### src/rtl/mem_load_unit.sv
// mem_load_unit
//   Accepts one load request at a time from execute. It issues a word-aligned
//   read on the data-memory req/gnt/rvalid interface, then extracts and sign- or
//   zero-extends the addressed byte, halfword or word. The result goes to
//   writeback together with the destination register. Misaligned and illegal
//   loads fault without touching memory. A missing response faults after
//   TIMEOUT_CYCLES WAIT cycles.
//
// Ports
//   clk, reset_n                       clock, asynchronous active-low reset
//   req_valid/req_ready                request handshake (ready only in IDLE)
//   req_addr, req_funct3, req_rd       byte address, load type, destination
//   flush                              abort the in-flight load (no writeback)
//   mem_req/mem_addr/mem_gnt           word-aligned read request and grant
//   mem_rvalid/mem_rdata               read response
//   wb_valid/wb_data/wb_rd/wb_fault    one-cycle writeback result
//                                      (fault: 00 ok, 01 misaligned,
//                                       10 illegal funct3, 11 timeout)
module mem_load_unit #(
  parameter int TIMEOUT_CYCLES = 16
) (
  input  logic        clk,
  input  logic        reset_n,
  input  logic        req_valid,
  output logic        req_ready,
  input  logic [31:0] req_addr,
  input  logic [2:0]  req_funct3,
  input  logic [4:0]  req_rd,
  input  logic        flush,
  output logic        mem_req,
  output logic [31:0] mem_addr,
  input  logic        mem_gnt,
  input  logic        mem_rvalid,
  input  logic [31:0] mem_rdata,
  output logic        wb_valid,
  output logic [31:0] wb_data,
  output logic [4:0]  wb_rd,
  output logic [1:0]  wb_fault
);

  localparam int CNT_W = (TIMEOUT_CYCLES > 1) ? $clog2(TIMEOUT_CYCLES) : 1;

  typedef enum logic [1:0] {S_IDLE, S_REQ, S_WAIT, S_RESP} state_t;

  state_t             state_reg, state_next;
  logic [CNT_W-1:0]   counter_reg, counter_next;
  logic               killed_reg, killed_next;

  logic [1:0]         off_reg;
  logic [2:0]         funct3_reg;
  logic [4:0]         rd_reg;
  logic [31:0]        mem_addr_reg;
  logic [31:0]        wb_data_reg;
  logic [4:0]         wb_rd_reg;
  logic [1:0]         wb_fault_reg;

  logic               accept;
  logic               illegal;
  logic               misaligned;
  logic [1:0]         req_fault;
  logic               timeout_hit;
  logic [31:0]        shifted;
  logic [7:0]         byte_sel;
  logic [15:0]        half_sel;
  logic [31:0]        load_data;

  // Request classification; illegal funct3 outranks misalignment.
  always_comb begin
    illegal    = 1'b1;
    misaligned = 1'b0;
    case (req_funct3)
      3'b000, 3'b100: illegal = 1'b0;
      3'b001, 3'b101: begin
        illegal    = 1'b0;
        misaligned = req_addr[0];
      end
      3'b010: begin
        illegal    = 1'b0;
        misaligned = (req_addr[1:0] != 2'b00);
      end
      default: illegal = 1'b1;
    endcase
    if (illegal)
      req_fault = 2'b10;
    else if (misaligned)
      req_fault = 2'b01;
    else
      req_fault = 2'b00;
  end

  assign accept      = (state_reg == S_IDLE) && req_valid;
  assign timeout_hit = (counter_reg == CNT_W'(TIMEOUT_CYCLES - 1));

  // Byte/halfword lane extraction from the returned word.
  always_comb begin
    shifted  = mem_rdata >> {off_reg, 3'b000};
    byte_sel = shifted[7:0];
    half_sel = off_reg[1] ? mem_rdata[31:16] : mem_rdata[15:0];
    case (funct3_reg)
      3'b000:  load_data = {{24{byte_sel[7]}}, byte_sel};
      3'b100:  load_data = {24'h0, byte_sel};
      3'b001:  load_data = {{16{half_sel[15]}}, half_sel};
      3'b101:  load_data = {16'h0, half_sel};
      default: load_data = mem_rdata;
    endcase
  end

  // Next-state logic.
  always_comb begin
    state_next   = state_reg;
    counter_next = counter_reg;
    killed_next  = killed_reg;
    case (state_reg)
      S_IDLE: begin
        if (req_valid)
          state_next = (req_fault != 2'b00) ? S_RESP : S_REQ;
      end
      S_REQ: begin
        if (mem_gnt) begin
          // A flush coinciding with the grant still aborts the load; the read
          // is already committed, so it is drained silently in WAIT.
          state_next   = S_WAIT;
          counter_next = '0;
          killed_next  = flush;
        end else if (flush) begin
          state_next = S_IDLE;
        end
      end
      S_WAIT: begin
        if (flush)
          killed_next = 1'b1;
        if (mem_rvalid || timeout_hit) begin
          state_next  = (killed_reg || flush) ? S_IDLE : S_RESP;
          killed_next = 1'b0;
        end else begin
          counter_next = counter_reg + CNT_W'(1);
        end
      end
      S_RESP: state_next = S_IDLE;
      default: state_next = S_IDLE;
    endcase
  end

  always_ff @(posedge clk or negedge reset_n) begin
    if (!reset_n) begin
      state_reg   <= S_IDLE;
      counter_reg <= '0;
      killed_reg  <= 1'b0;
    end else begin
      state_reg   <= state_next;
      counter_reg <= counter_next;
      killed_reg  <= killed_next;
    end
  end

  // Request latches and registered writeback payload.
  always_ff @(posedge clk or negedge reset_n) begin
    if (!reset_n) begin
      off_reg      <= 2'b00;
      funct3_reg   <= 3'b000;
      rd_reg       <= 5'd0;
      mem_addr_reg <= 32'h0;
      wb_data_reg  <= 32'h0;
      wb_rd_reg    <= 5'd0;
      wb_fault_reg <= 2'b00;
    end else begin
      if (accept) begin
        off_reg      <= req_addr[1:0];
        funct3_reg   <= req_funct3;
        rd_reg       <= req_rd;
        mem_addr_reg <= {req_addr[31:2], 2'b00};
        if (req_fault != 2'b00) begin
          wb_data_reg  <= 32'h0;
          wb_rd_reg    <= req_rd;
          wb_fault_reg <= req_fault;
        end
      end
      if (state_reg == S_WAIT && state_next == S_RESP) begin
        wb_rd_reg <= rd_reg;
        if (mem_rvalid) begin
          wb_data_reg  <= load_data;
          wb_fault_reg <= 2'b00;
        end else begin
          wb_data_reg  <= 32'h0;
          wb_fault_reg <= 2'b11;
        end
      end
    end
  end

  assign req_ready = (state_reg == S_IDLE);
  assign mem_req   = (state_reg == S_REQ);
  assign wb_valid  = (state_reg == S_RESP);
  assign mem_addr  = mem_addr_reg;
  assign wb_data   = wb_data_reg;
  assign wb_rd     = wb_rd_reg;
  assign wb_fault  = wb_fault_reg;

endmodule
### config.mk
export PLATFORM = sky130hd
export DESIGN_NAME = mem_load_unit
export DESIGN_NICKNAME = d
export VERILOG_FILES = /design/src/rtl/mem_load_unit.sv
export SDC_FILE = /design/constraint.sdc
export NUM_CORES = 1
export LEC_CHECK = 0
export BUFFER_PORTS_ARGS = -buffer_cell sky130_fd_sc_hd__buf_2
export CAP_MARGIN = 20
export CELL_PAD_IN_SITES_DETAIL_PLACEMENT = 0
export CELL_PAD_IN_SITES_GLOBAL_PLACEMENT = 1
export CORE_MARGIN = 3
export CORE_UTILIZATION = 34
export CTS_CLUSTER_SIZE = 16
export DETAILED_ROUTE_END_ITERATION = 10
export PLACE_DENSITY_LB_ADDON = 0.3
export SETUP_SLACK_MARGIN = 0.2
export SLEW_MARGIN = 20
export SYNTH_ARGS = -nofsm -noshare
export SYNTH_HDL_FRONTEND = slang
export SYNTH_SLANG_ARGS = --single-unit
### constraint.sdc
create_clock -name clk -period 2 [get_ports clk]
set_clock_uncertainty 0.15 [all_clocks]
set_input_delay 0.2 -clock clk [delete_from_list [all_inputs] [get_ports clk]]
set_output_delay 0.2 -clock clk [all_outputs]
set_load 0.02 [all_outputs]
Word-level counts from Yosys, hierarchy flattened:

Cells that the tools add are included.

* bits in registers: 86
* word-level logic and storage cells: 74
* input bits: 78
* output and inout port bits: 74

* add/sub/neg operators: 1
* shift operators: 1
* reduce and logical (&&, ||, !) cells: 17
* mux-type cells: 30
* equal/unequal tests: 15

Operator list (count)
* 2-to-1 mux 32 bit: 4
* one-hot mux 32 bit (4 select lines): 1
* right shift 32 x 5 -> 8 bit: 1
* 2-to-1 mux 2 bit: 11
* 2-to-1 mux 16 bit: 1
* 2-to-1 mux 5 bit: 3
* == test 3 bit, second input constant: 4
* nonzero test 2 bit: 5
* 2-to-1 mux 4 bit: 2
* one-hot mux 2 bit (4 select lines): 1
* one-hot mux 4 bit (2 select lines): 1
* == test 2 bit, second input constant: 3
* == test 3 x 1 -> 1 bit, second input constant: 2
* zero test 3 bit: 2
* AND reduction 3 bit: 2
* OR reduction 5 bit: 1
* adder 4 x 1 -> 4 bit, second input constant: 1
* == test 4 bit, second input constant: 1
* 2-to-1 mux 1 bit: 4
* one-hot mux 1 bit (2 select lines): 2
* == test 3 x 2 -> 1 bit, second input constant: 1
* != test 3 bit, second input constant: 1
* == test 2 x 1 -> 1 bit, second input constant: 1
* logical AND 1 bit: 2
* other kinds (6): 7

Depth between registers and ports, before layout:

* word-level depth: 13
* mapped depth: 9
* mapped depth without buffers: 7

Worst setup path after synthesis:

No wires, ideal clock.

* kind: reg2reg
* from: register state_reg[0]
* to: register wb_rd_reg[0], in the netlist wb_rd[0]
* setup time: 0.111 ns
* data arrival time: 2.078 ns
* stages on the path, launching flop included: 9
* buffers on the path: 1
* setup slack: -0.339 ns
* required time: 1.739 ns
* clock period less this slack: 2.339 ns
* cell sequence: dfrtp_1 > inv_1 > ha_1 > or3b_1 > o311ai_1 > a21oi_2 > and2_1 > clkbuf_2 > a222oi_1

* elaborated cells between the ends (all ways): 16
* classes of those cells: eq/ne (4); mux (6); reduce/logical (6)

RTL lines
* start: declaration: line 45 `state_t state_reg, state_next;`
* start signal: assignment: line 150 `state_reg <= state_next;`
* zero test 2 bit (*)
* named net req_ready: line 25 `output logic req_ready,`
* one-hot mux 2 bit (4 select lines): line 113 `case (state_reg)`
* == test 2 bit: line 178 `if (state_reg == S_WAIT && state_next == S_RESP) begin`
* logical AND 1 bit: line 178
* nonzero test 2 bit (no source line)
* AND reduction 2 bit (no source line)
* end signal: assignment: line 174 `wb_rd_reg <= req_rd;`
* end signal: assignment: line 179 `wb_rd_reg <= rd_reg;`
* end: declaration: line 54 `logic [4:0] wb_rd_reg;`

The timed path passes the listed nets; every way through them passes the cells marked *.
A chain may end at the register's enable or synchronous reset.

Final worst setup path:

* from: register state_reg[0]
* to: register wb_data_reg[23], in the netlist wb_data[23]

* word-level cells in the longest chain between the ends: 7
* elaborated cells between the ends (all ways): 16
* classes of those cells: eq/ne (4); mux (6); reduce/logical (6)

Ends and longest elaborated chain
* 2-to-1 mux 2 bit: line 125 `end else if (flush) begin`
* 2-to-1 mux 2 bit: line 119 `if (mem_gnt) begin`
* one-hot mux 2 bit (4 select lines): line 113
* == test 2 bit: line 178
* logical AND 1 bit: line 178
* nonzero test 2 bit (no source line)
* AND reduction 2 bit (no source line)
* end signal: assignment: line 181 `wb_data_reg <= load_data;`
* end: declaration: line 53 `logic [31:0] wb_data_reg;`

Several ways; a longest one is shown, not always the timed one.

==> flow_metrics.env <==
export IMPL_detailroute_wirelength_met2_um=5730
export IMPL_finish_cell_count_without_fillers=726
export IMPL_min_period_ns=2.13
export IMPL_drive_above_1_share_pct=46.8
export IMPL_timing_hold_violations_final=0
export IMPL_net_count_reported_at_finish=659
export IMPL_powerDensity_nw_per_um2=1590
export IMPL_fmaxAchievable_mhz=469
export IMPL_cts_sink_count=86
export IMPL_r2r_cells=8
export IMPL_setup_worst_path_end="wb_data[23]"
export IMPL_seq_power_share_pct=29.4
export IMPL_reg2reg_from="state_reg[0]"
export IMPL_syn_instance_count=355
export IMPL_max_stage_delay_ns=0.43
export IMPL_maxCapViolCount=0
export IMPL_critPathRequiredTime_ns=2.12
export IMPL_antenna_violating_nets_remaining=0
export IMPL_swShare_pct=39.6
export IMPL_routedLengthMet1_um=5630
export IMPL_max_slew_margin_pct=51.4
export IMPL_design_portCount=152
export IMPL_detail_route_iter0_violations=251
export IMPL_sequential_cell_area_in_the_final_layout_um2=2150
export IMPL_yosysWarnings=0
export IMPL_mappedNetlistArea_um2=4090
export IMPL_max_slew_worst_pin_slew_ns=0.729
export IMPL_post_route_drc_count=0
export IMPL_route_final_wire_length_um=12500
export IMPL_worst_hold_class="input port to flip-flop"
export IMPL_numPortBuffers=149
export IMPL_vias=3754
export IMPL_multi_input_gate_area_um2=1870
export IMPL_cts_root_buffer="clkbuf_16"
export IMPL_grt_overflow_total=0
export IMPL_leakagePower_nw=3.04
export IMPL_predominant_post_synthesis_flop_cell="dfrtp_1"
export IMPL_yosysUniqueCellTypes=50
export IMPL_dieArea_um2=13400
export IMPL_path_max_fanout=20
export IMPL_finalSetupViolCount=39
export IMPL_dieWidth_um=116
export IMPL_power_share_clock_pct=18.6
export IMPL_crit_path_start="state_reg[0]"
export IMPL_comb_power_share_pct=52.0
export IMPL_violations="negative setup slack"
export IMPL_period_share_pct=107
export IMPL_area_growth_syn_to_layout_pct=52.5
export IMPL_highest_layer="met5"
export IMPL_clk_insertion_delay_late_ns=0.34
export IMPL_post_synth_cell_area_avg_um2=11.5
export IMPL_crit_type="flip-flop to flip-flop"
export IMPL_grt_max_degree=48
export IMPL_worstSetupStartpointType="flip-flop"
export IMPL_wire_per_inst_um=17.3
export IMPL_worst_ep_arrival_time_ns=2.25
export IMPL_placed_cells=650
export IMPL_grt_first_pass_wirelength_um=20300
export IMPL_rrSetupSlack_ns=-0.13
export IMPL_cts_root_to_sink_buffers=2
export IMPL_timing_critical_path_slowest_stage_cell="dfrtp_2"
export IMPL_design_core_area_um2=11600
export IMPL_die_height_um=116
export IMPL_drt_vias_per_instance=5.17
export IMPL_critical_path_cell_list="inv_4 > ha_4 > or3b_4 > o311ai_4 > a21oi_4 > a21boi_4 > buf_12 > o2bb2ai_1"
export IMPL_cts_reportedPaths_clkPinSlew_ns=0.07
export IMPL_detailroute_wirelength_met3_um=982
export IMPL_first_global_vias=3967
export IMPL_detailedPlace_worstSlack_ns=-0.275
export IMPL_outcome="complete, but fails checks"
export IMPL_finalWeightedCongestion=0.813
export IMPL_vdd_ir_drop_worst_mv=0.809
export IMPL_groute_usage_overall_pct=19.4
export IMPL_tritoncts_clock_tree="built"
export IMPL_timing_final_max_slew_violations=0
export IMPL_timing_final_ws_setup_ns=-0.132
export IMPL_first_pass_iters=5
export IMPL_htree_num_levels=3
export IMPL_antenna_violations_before_repair=3
export IMPL_grt_setup_unrepaired="true"
export IMPL_p_sw_mw=3.93
export IMPL_cts_buffers_inserted=9
export IMPL_regToRegEndpoint="wb_data[23]"
export IMPL_critical_path_endpoint_type="flip-flop"
export IMPL_ys_seq_area_share_pct=52.6
export IMPL_largest_register_ff_count=32
export IMPL_rows=39
export IMPL_yosys_register_bits=86
export IMPL_count_of_fill_cells_added_during_filler_insertion=1020
export IMPL_floorplan_initialDensity_pct=35.2
export IMPL_ys_async_sr_fraction_pct=100
export IMPL_intPower_mw=5.99
export IMPL_synth_edf_count=0
export IMPL_dpl_hpwl_um=8580
[final cells by class]
| cell class | instances | share of cell area (%) |
|---|---|---|
| clock buffer | 11 | 3.89 |
| timing repair buffer | 236 | 25.8 |
| clock inverter | 5 | 1.30 |
| inverter | 24 | 1.48 |
| multi-input combinational | 219 | 30.0 |
| tap | 143 | 2.87 |
| sequential | 86 | 34.5 |
| antenna | 2 | 0.0802 |
[kinds of logic (layout without fill, tap and decap cells)]
kind of cell               count (synthesis)  count (layout)  synth area share (%)
DFF                                       86              86                  52.6
other                                      1               4                0.0916
muxes                                     46              46                  13.2
and+or+nand+nor                           45              45                  5.84
AOI/OAI and AO/OA                        121             121                  21.4
adders and majority gates                  5               5                  1.53
buffers and inverters                     51             276                  5.32
[through the flow]
step | hold WS (ns) | power [mW] | util (%) | cell area [um2] | TNS [ns]
final | 0.0203 | 9.91 | 53.7 | 6240 | -4.44
after global routing | 0.0236 | 10.6 | 53.7 | 6240 | -8.20
after CTS | 0.00183 | 9.81 | 52.9 | 6150 | -4.19
after detailed placement | 0.0449 | 7.55 | 44.9 | 5220 | -5.47
after global placement | 0.0382 | 7.45 | 44.9 | 5220 | -3.93
after floorplan | -0.246 | 5.95 | - | 4150 | -3.52
[cells in the mapped netlist (3+ instances only)]
cell type,count,share of area (%)
a21oi_1,30,3.7
a222oi_1,5,1.2
a22o_1,3,0.64
a22oi_1,6,1.1
a2bb2oi_1,7,1.5
buf_1,4,0.37
buf_4,6,1.1
clkbuf_1,14,1.3
dfrtp_1,86,53
ha_1,5,1.5
inv_1,24,2.2
mux2_2,35,9.6
mux2i_1,8,2.0
mux4_2,3,1.7
nand2_1,13,1.2
nand2b_1,3,0.46
nand3_1,3,0.37
nor2_1,10,0.92
nor2b_1,3,0.46
o21ai_0,9,1.1
o22ai_1,11,1.7
o2bb2ai_1,33,7.1
[metal layers]
metal | vias to the layer above | GRT usage, %
met3 | 16 | 5.95
li1 | 1763 | -
met1 | 1812 | 25.3
met4 | 4 | 7.19
met2 | 159 | 30.6
met5 | - | 0
[worst min path at each step]
stage | start | end | slack (ns) | depth (start not counted)
2_1_floorplan | reset_n | counter_reg[0] | -0.25 | 0
3_3_place_gp | reset_n | killed_reg | 0.04 | 1
3_5_place_dp | reset_n | counter_reg[3] | 0.04 | 1
4_1_cts | mem_rdata[24] | wb_data[24] | 0.002 | 3
5_1_grt | mem_rdata[24] | wb_data[24] | 0.02 | 3
6_report | mem_rdata[24] | wb_data[24] | 0.02 | 3
[power by group through the flow]
stage,combinational [mW],sequential [mW],clock [mW]
floorplan,2.31,3.64,0
global route,5.59,3.02,1.97
CTS,4.99,2.92,1.89
finish,5.15,2.92,1.85
detailed placement,4.63,2.92,0
global placement,4.55,2.90,0
[what timing repair did]
action / 4_1_cts / 5_1_grt
setup endpoints to repair: 39 / 42
gates resized for setup: 20 / 7
hold endpoints to repair: 75 / 0
setup buffers: 10 / 6
cloned: 1 / 0
pin swaps: 8 / 3
hold buffers: 41 / 0
[cell usage in the layout (no fill, tap or decap), types with 8 or more instances in the layout]
master / n
clkbuf_16: 9
inv_1: 22
dfrtp_1: 85
mux2_2: 35
o2bb2ai_1: 33
buf_2: 148
buf_4: 34
nand2_1: 12
nor2_1: 9
a21oi_1: 30
o22ai_1: 11
dlygate4sd3_1: 41
o21ai_0: 8
[critical path, delay by kind of cell, from the launching register on]
| kind | cells | cell delay (ns) |
|---|---|---|
| AOI/OAI and AO/OA | 4 | 0.60 |
| adders and majority gates | 1 | 0.18 |
| buffers and inverters | 2 | 0.28 |
| DFF | 1 | 0.43 |
| and+or+nand+nor | 1 | 0.40 |
(Power assumes the default switching activity.)
